File: config.mk
export PLATFORM = sky130hd
export DESIGN_NAME = pc_unit
export DESIGN_NICKNAME = d
export VERILOG_FILES = /design/src/rtl/pc_unit.sv
export SDC_FILE = /design/constraint.sdc
export NUM_CORES = 1
export LEC_CHECK = 0
export BUFFER_PORTS_ARGS = -buffer_cell sky130_fd_sc_hd__buf_4
export CAP_MARGIN = 0
export CORE_MARGIN = 2
export CORE_UTILIZATION = 52
export CTS_CLUSTER_DIAMETER = 40
export DETAILED_ROUTE_END_ITERATION = 8
export PLACE_DENSITY = 0.77
export SLEW_MARGIN = 20
export SYNTH_ARGS = -nofsm -noshare
export SYNTH_HDL_FRONTEND = slang
export SYNTH_SLANG_ARGS = --single-unit
File: constraint.sdc
create_clock -name Clk -period 7.22 [get_ports Clk]
set_input_delay 1.444 -clock Clk [delete_from_list [all_inputs] [get_ports Clk]]
set_output_delay 1.444 -clock Clk [all_outputs]
set_load 0.05 [all_outputs]
File: src/rtl/pc_unit.sv
`default_nettype none
// +--------------------------------------------------------------------------+
// | pc_unit : program counter with relative/absolute jumps, traps, and a     |
// |           circular return-address stack; misaligned targets never commit |
// | Rev 1.0                                                                  |
// +--------------------------------------------------------------------------+
module pc_unit #(
   parameter int              XLEN       = 32,
   parameter logic [XLEN-1:0] RESET_VEC  = '0,
   parameter logic [XLEN-1:0] TRAP_VEC   = XLEN'('h100),
   parameter int              STEP       = 4,
   parameter int              ALIGN_BITS = 2,
   parameter int              RAS_DEPTH  = 4
) (
   input  logic            Clk,
   input  logic            Reset,
   input  logic [2:0]      pc_ctl,
   input  logic [XLEN-1:0] offset_in,
   input  logic [XLEN-1:0] target_in,
   output logic [XLEN-1:0] addr_out,
   output logic [XLEN-1:0] link_out,
   output logic            misaligned,
   output logic [XLEN-1:0] bad_addr,
   output logic            ras_empty,
   output logic            ras_full,
   output logic            ras_overflow,
   output logic            ras_underflow
);

   localparam int PW = (RAS_DEPTH > 1) ? $clog2(RAS_DEPTH) : 1;
   localparam int CW = $clog2(RAS_DEPTH + 1);
   localparam logic [XLEN-1:0] c_ALIGN_MASK = {XLEN{1'b1}} >> (XLEN - ALIGN_BITS);

   localparam logic [2:0] c_CMD_HOLD = 3'd0;
   localparam logic [2:0] c_CMD_STEP = 3'd1;
   localparam logic [2:0] c_CMD_REL  = 3'd2;
   localparam logic [2:0] c_CMD_ABS  = 3'd3;
   localparam logic [2:0] c_CMD_CALL = 3'd4;
   localparam logic [2:0] c_CMD_RET  = 3'd5;
   localparam logic [2:0] c_CMD_TRAP = 3'd6;

   logic [XLEN-1:0] r_pc;
   logic [XLEN-1:0] r_ras [RAS_DEPTH];
   logic [PW-1:0]   r_wp;
   logic [CW-1:0]   r_cnt;
   logic            r_mis;
   logic [XLEN-1:0] r_bad;
   logic            r_ovf;
   logic            r_unf;

   logic [XLEN-1:0] w_link;
   logic [XLEN-1:0] w_nxt;
   logic [XLEN-1:0] w_top;
   logic            w_chk;
   logic            w_mis;
   logic            w_empty;
   logic            w_full;
   logic            w_push;
   logic            w_pop;
   logic            w_unf;

   assign w_link  = r_pc + XLEN'(STEP);
   assign w_empty = (r_cnt == '0);
   assign w_full  = (r_cnt == CW'(RAS_DEPTH));
   // r_wp is the next free slot, so the newest entry sits just below it
   assign w_top   = r_ras[r_wp - PW'(1)];

   always_comb begin
      w_nxt = r_pc;
      w_chk = 1'b0;
      case (pc_ctl)
         c_CMD_STEP: w_nxt = w_link;
         c_CMD_REL:  begin w_nxt = r_pc + offset_in; w_chk = 1'b1; end
         c_CMD_ABS:  begin w_nxt = target_in;        w_chk = 1'b1; end
         c_CMD_CALL: begin w_nxt = r_pc + offset_in; w_chk = 1'b1; end
         c_CMD_RET:  begin w_nxt = w_empty ? TRAP_VEC : w_top; w_chk = 1'b1; end
         c_CMD_TRAP: w_nxt = TRAP_VEC;
         default:    w_nxt = r_pc;
      endcase
   end

   assign w_mis  = w_chk && ((w_nxt & c_ALIGN_MASK) != '0);
   assign w_push = (pc_ctl == c_CMD_CALL) && !w_mis;
   assign w_pop  = (pc_ctl == c_CMD_RET) && !w_mis && !w_empty;
   assign w_unf  = (pc_ctl == c_CMD_RET) && !w_mis && w_empty;

   always_ff @(posedge Clk or posedge Reset) begin
      if (Reset) begin
         r_pc  <= RESET_VEC;
         r_wp  <= '0;
         r_cnt <= '0;
         r_mis <= 1'b0;
         r_bad <= '0;
         r_ovf <= 1'b0;
         r_unf <= 1'b0;
         for (int i = 0; i < RAS_DEPTH; i++) r_ras[i] <= '0;
      end else begin
         r_mis <= w_mis;
         r_ovf <= w_push && w_full;
         r_unf <= w_unf;
         if (w_mis) r_bad <= w_nxt;
         else       r_pc  <= w_nxt;
         // A push while full overwrites the oldest slot, which is the one r_wp points at
         if (w_push) begin
            r_ras[r_wp] <= w_link;
            r_wp        <= r_wp + PW'(1);
            if (!w_full) r_cnt <= r_cnt + CW'(1);
         end else if (w_pop) begin
            r_wp  <= r_wp - PW'(1);
            r_cnt <= r_cnt - CW'(1);
         end
      end
   end

   assign addr_out      = r_pc;
   assign link_out      = w_link;
   assign misaligned    = r_mis;
   assign bad_addr      = r_bad;
   assign ras_empty     = w_empty;
   assign ras_full      = w_full;
   assign ras_overflow  = r_ovf;
   assign ras_underflow = r_unf;

endmodule
`default_nettype wire
==> run metrics <==
fraction of layout cells with a size suffix above 1 0.2015; residual DRC count 0; total global-route track usage 0.2808; worst slew pin tran 1106 ps; Syn Nets 1341; Max-Cap Viols 0; Initial Util 0.5308; data required time of the worst path 7560 ps; antenna violations before repair 0; Synth area leaders dfrtp_1 (43%), a21oi_1 (8.1%), mux4_2 (6.2%), nor2_1 (5.9%), ha_1 (3.9%); Max-slew headroom 0.2616; WHS Endpoint bad_addr[12]; Max Slew Vio Count 0; min Tclk post-route 4752 ps; crit-path max FO 64; # diodes 0; RSZ-0062 raised after global routing no; Storage cell area 5006 sq um; Critical Path Start Type input pin; H-tree depth 4; Compound-Gate Fraction of Synth Area 0.1962; XOR/XNOR share of the synthesized area 0.04234; fin crit share 0.6582; largest family of logic cells by synthesized area compound AO/OA/AOI/OAI gates; Pre-antenna DRT Iters 9; Hold Path Origin bad_addr[12]; Crit path depth 10; final setup TNS 0 ps; CP Capture Type flip-flop; die width 153.3 microns; post-route cell area 13330 sq um; CTS Buf Count 17; Vias/cell 6.058; ANT nets after route 0; wire per inst 20.13 microns; Synth Area in Simple Gates 0.1407; routability cong. 0.9620; leakage power 6.077 nW; number of DRC markers in iteration 0 1155; VDD IR max 0.2152 mV; Final Skew 12.90 ps; latest clock arrival within the worst-skew pair 450 ps; Die Span Y 153.3 microns; Syn. warnings 0; largest net degree at the start of global routing 133; Nets 1449; EDFF count, synth 0; first-pass GRT wire length 52170 microns; R2R Setup Slk 3120 ps; Reg2Reg Depth 9; Synth top cells by count dfrtp_1 (200), a21oi_1 (187), nor2_1 (183); adder-cell share of the synthesized area 0.04234; IO Pins 170; largest area contributor in the netlist dfrtp_1; hold path depth 2; synthesized cell area 11580 sq um; CP max stage delay 620 ps; vias in the first global route 9524; CTS tree yes; hold bufs inserted after CTS 0; ys async rst share 1.000; row cnt 54; Synth top area share 0.4320; #FFs+latches synth 200; via count 9905; aggregate global routing overflow 0; Root Driver clkbuf_16; synth-to-layout area growth 15.02%; Crit path arrival time 5090 ps; final setup fails 0; ys flop type dfrtp_1; Synth cell types 68; clk sinks 200; cells after synthesis 1234; Post-CTS Setup Inserts 0; critical-path cell list buf_4, clkinv_1, and2_1, a222oi_1, and2_1, buf_4, inv_4, nor2_4, a21boi_1, a211o_1; floorplan core area 21820 sq um; pwr dens 538.2 nW/um^2; final hold slack 476.8 ps; Worst Slack Setup Final 2468 ps; Clock Path Buffers 2; input/output buffers 169; Fillers 1857; Worst path top cell family by delay buffers and inverters; Max Clock Freq 0.2104 GHz; PnR Total Power 7.171 mW; DRT Wirelength 32910 microns; Reg clk slew, reported paths 80 ps; Setup WS pre-CTS 2092 ps; Syn Area/Cell 9.388 sq um; post_cts resized 0; WS Path Type in2reg; Final Hold Fails 0; DP Wirelength 23450 microns; Reg-to-Reg End addr_out[30]; mux contribution to synthesized area 0.08316; area of the multi-input gates 5861 sq um; slowest stage cell, crit path a222oi_1; total die area 23490 sq um; Seq/Total Area, Yosys 0.4320; most common cell in the netlist dfrtp_1; WP buf/inv 4; R2R Path Start r_wp[0]; status finished, final reports clean; post-placement cell area 12710 sq um; Hold Path Class reg2reg
[how the worst max path moves through the flow]
stage / from / to / slack (ps)
3_5_place_dp: pc_ctl[0] / addr_out[30] / 2090
6_report: pc_ctl[0] / addr_out[30] / 2470
3_3_place_gp: pc_ctl[0] / addr_out[30] / 2200
2_1_floorplan: Reset / addr_out[0] / 320
5_1_grt: pc_ctl[0] / addr_out[30] / 2180
4_1_cts: pc_ctl[0] / addr_out[30] / 2580
[per-layer routing]
metal  wire length (microns)  share of wire  track usage
met5                       0              0            0
met4                    1130          0.034       0.1067
met3                    2752          0.084      0.04707
met2                   15000           0.46       0.4239
met1                   14030           0.43       0.4089
[metrics by stage]
step | utilization | cells
3_3_place_gp | 0.5824 | 1602
5_1_grt | 0.6106 | 1635
6_report | 0.6106 | 1635
2_1_floorplan | - | 1234
3_5_place_dp | 0.5824 | 1602
4_1_cts | 0.6093 | 1634
[report_power, final]
| part | switching [mW] | leakage [nW] | internal (mW) |
|---|---|---|---|
| sequential | 0.488 | 2.42 | 1.66 |
| combinational | 2.60 | 3.37 | 1.47 |
| clock | 0.491 | 0.284 | 0.465 |
| total | 3.58 | 6.08 | 3.59 |
[worst reg2reg max path, delay by kind of cell, from the launching register on]
family	cells	cell delay, ps
compound gates	3	980
buf+inv	3	1340
flops	1	360
mux	1	630
simple gates	2	690
[sequential cells by signal, indices dropped and copies added, names as in the netlist]
register	count
addr_out	32
r_cnt	3
r_wp	2
misaligned	1
ras_underflow	1
bad_addr	32
ras_overflow	1
r_ras	128
[final cells by class]
class,instances,area share
Multi-Input combinational cell,899,0.4398
Sequential cell,200,0.3757
Timing Repair Buffer,175,0.09953
Clock buffer,18,0.03221
Tap cell,280,0.02629
Inverter,49,0.01465
Clock inverter,14,0.01183
[logic make-up (layout without fill, tap and decap cells)]
family          after synthesis  count (layout)
mux                          54              54
simple gates                374             374
compound gates              377             377
flops                       200             200
fa+ha+maj                    38              38
buf+inv                     135             256
xor+xnor                     56              56
[cells in the final DEF, fill, tap and decap left out, types with 4 or more instances in the layout]
cell type / n
a211oi_1: 5
a21o_1: 15
a21oi_1: 187
a21oi_2: 4
a221o_1: 4
a221oi_1: 19
a222oi_1: 7
a22oi_1: 4
a31oi_1: 4
and2_1: 6
and3_1: 15
and4_1: 5
buf_4: 174
clkbuf_16: 17
clkinv_8: 4
dfrtp_1: 199
ha_1: 36
inv_1: 44
inv_8: 5
mux2_2: 15
mux2i_1: 4
mux4_2: 32
nand2_1: 98
nand3_1: 26
nand4_1: 10
nor2_1: 183
nor2b_1: 4
nor3_1: 4
nor4_1: 4
o21a_1: 6
o21ai_0: 67
o21bai_1: 9
o221ai_1: 8
o22a_1: 8
o22ai_1: 8
xnor2_1: 27
xor2_1: 29
Note: power is estimated with default switching activity, not from simulation.
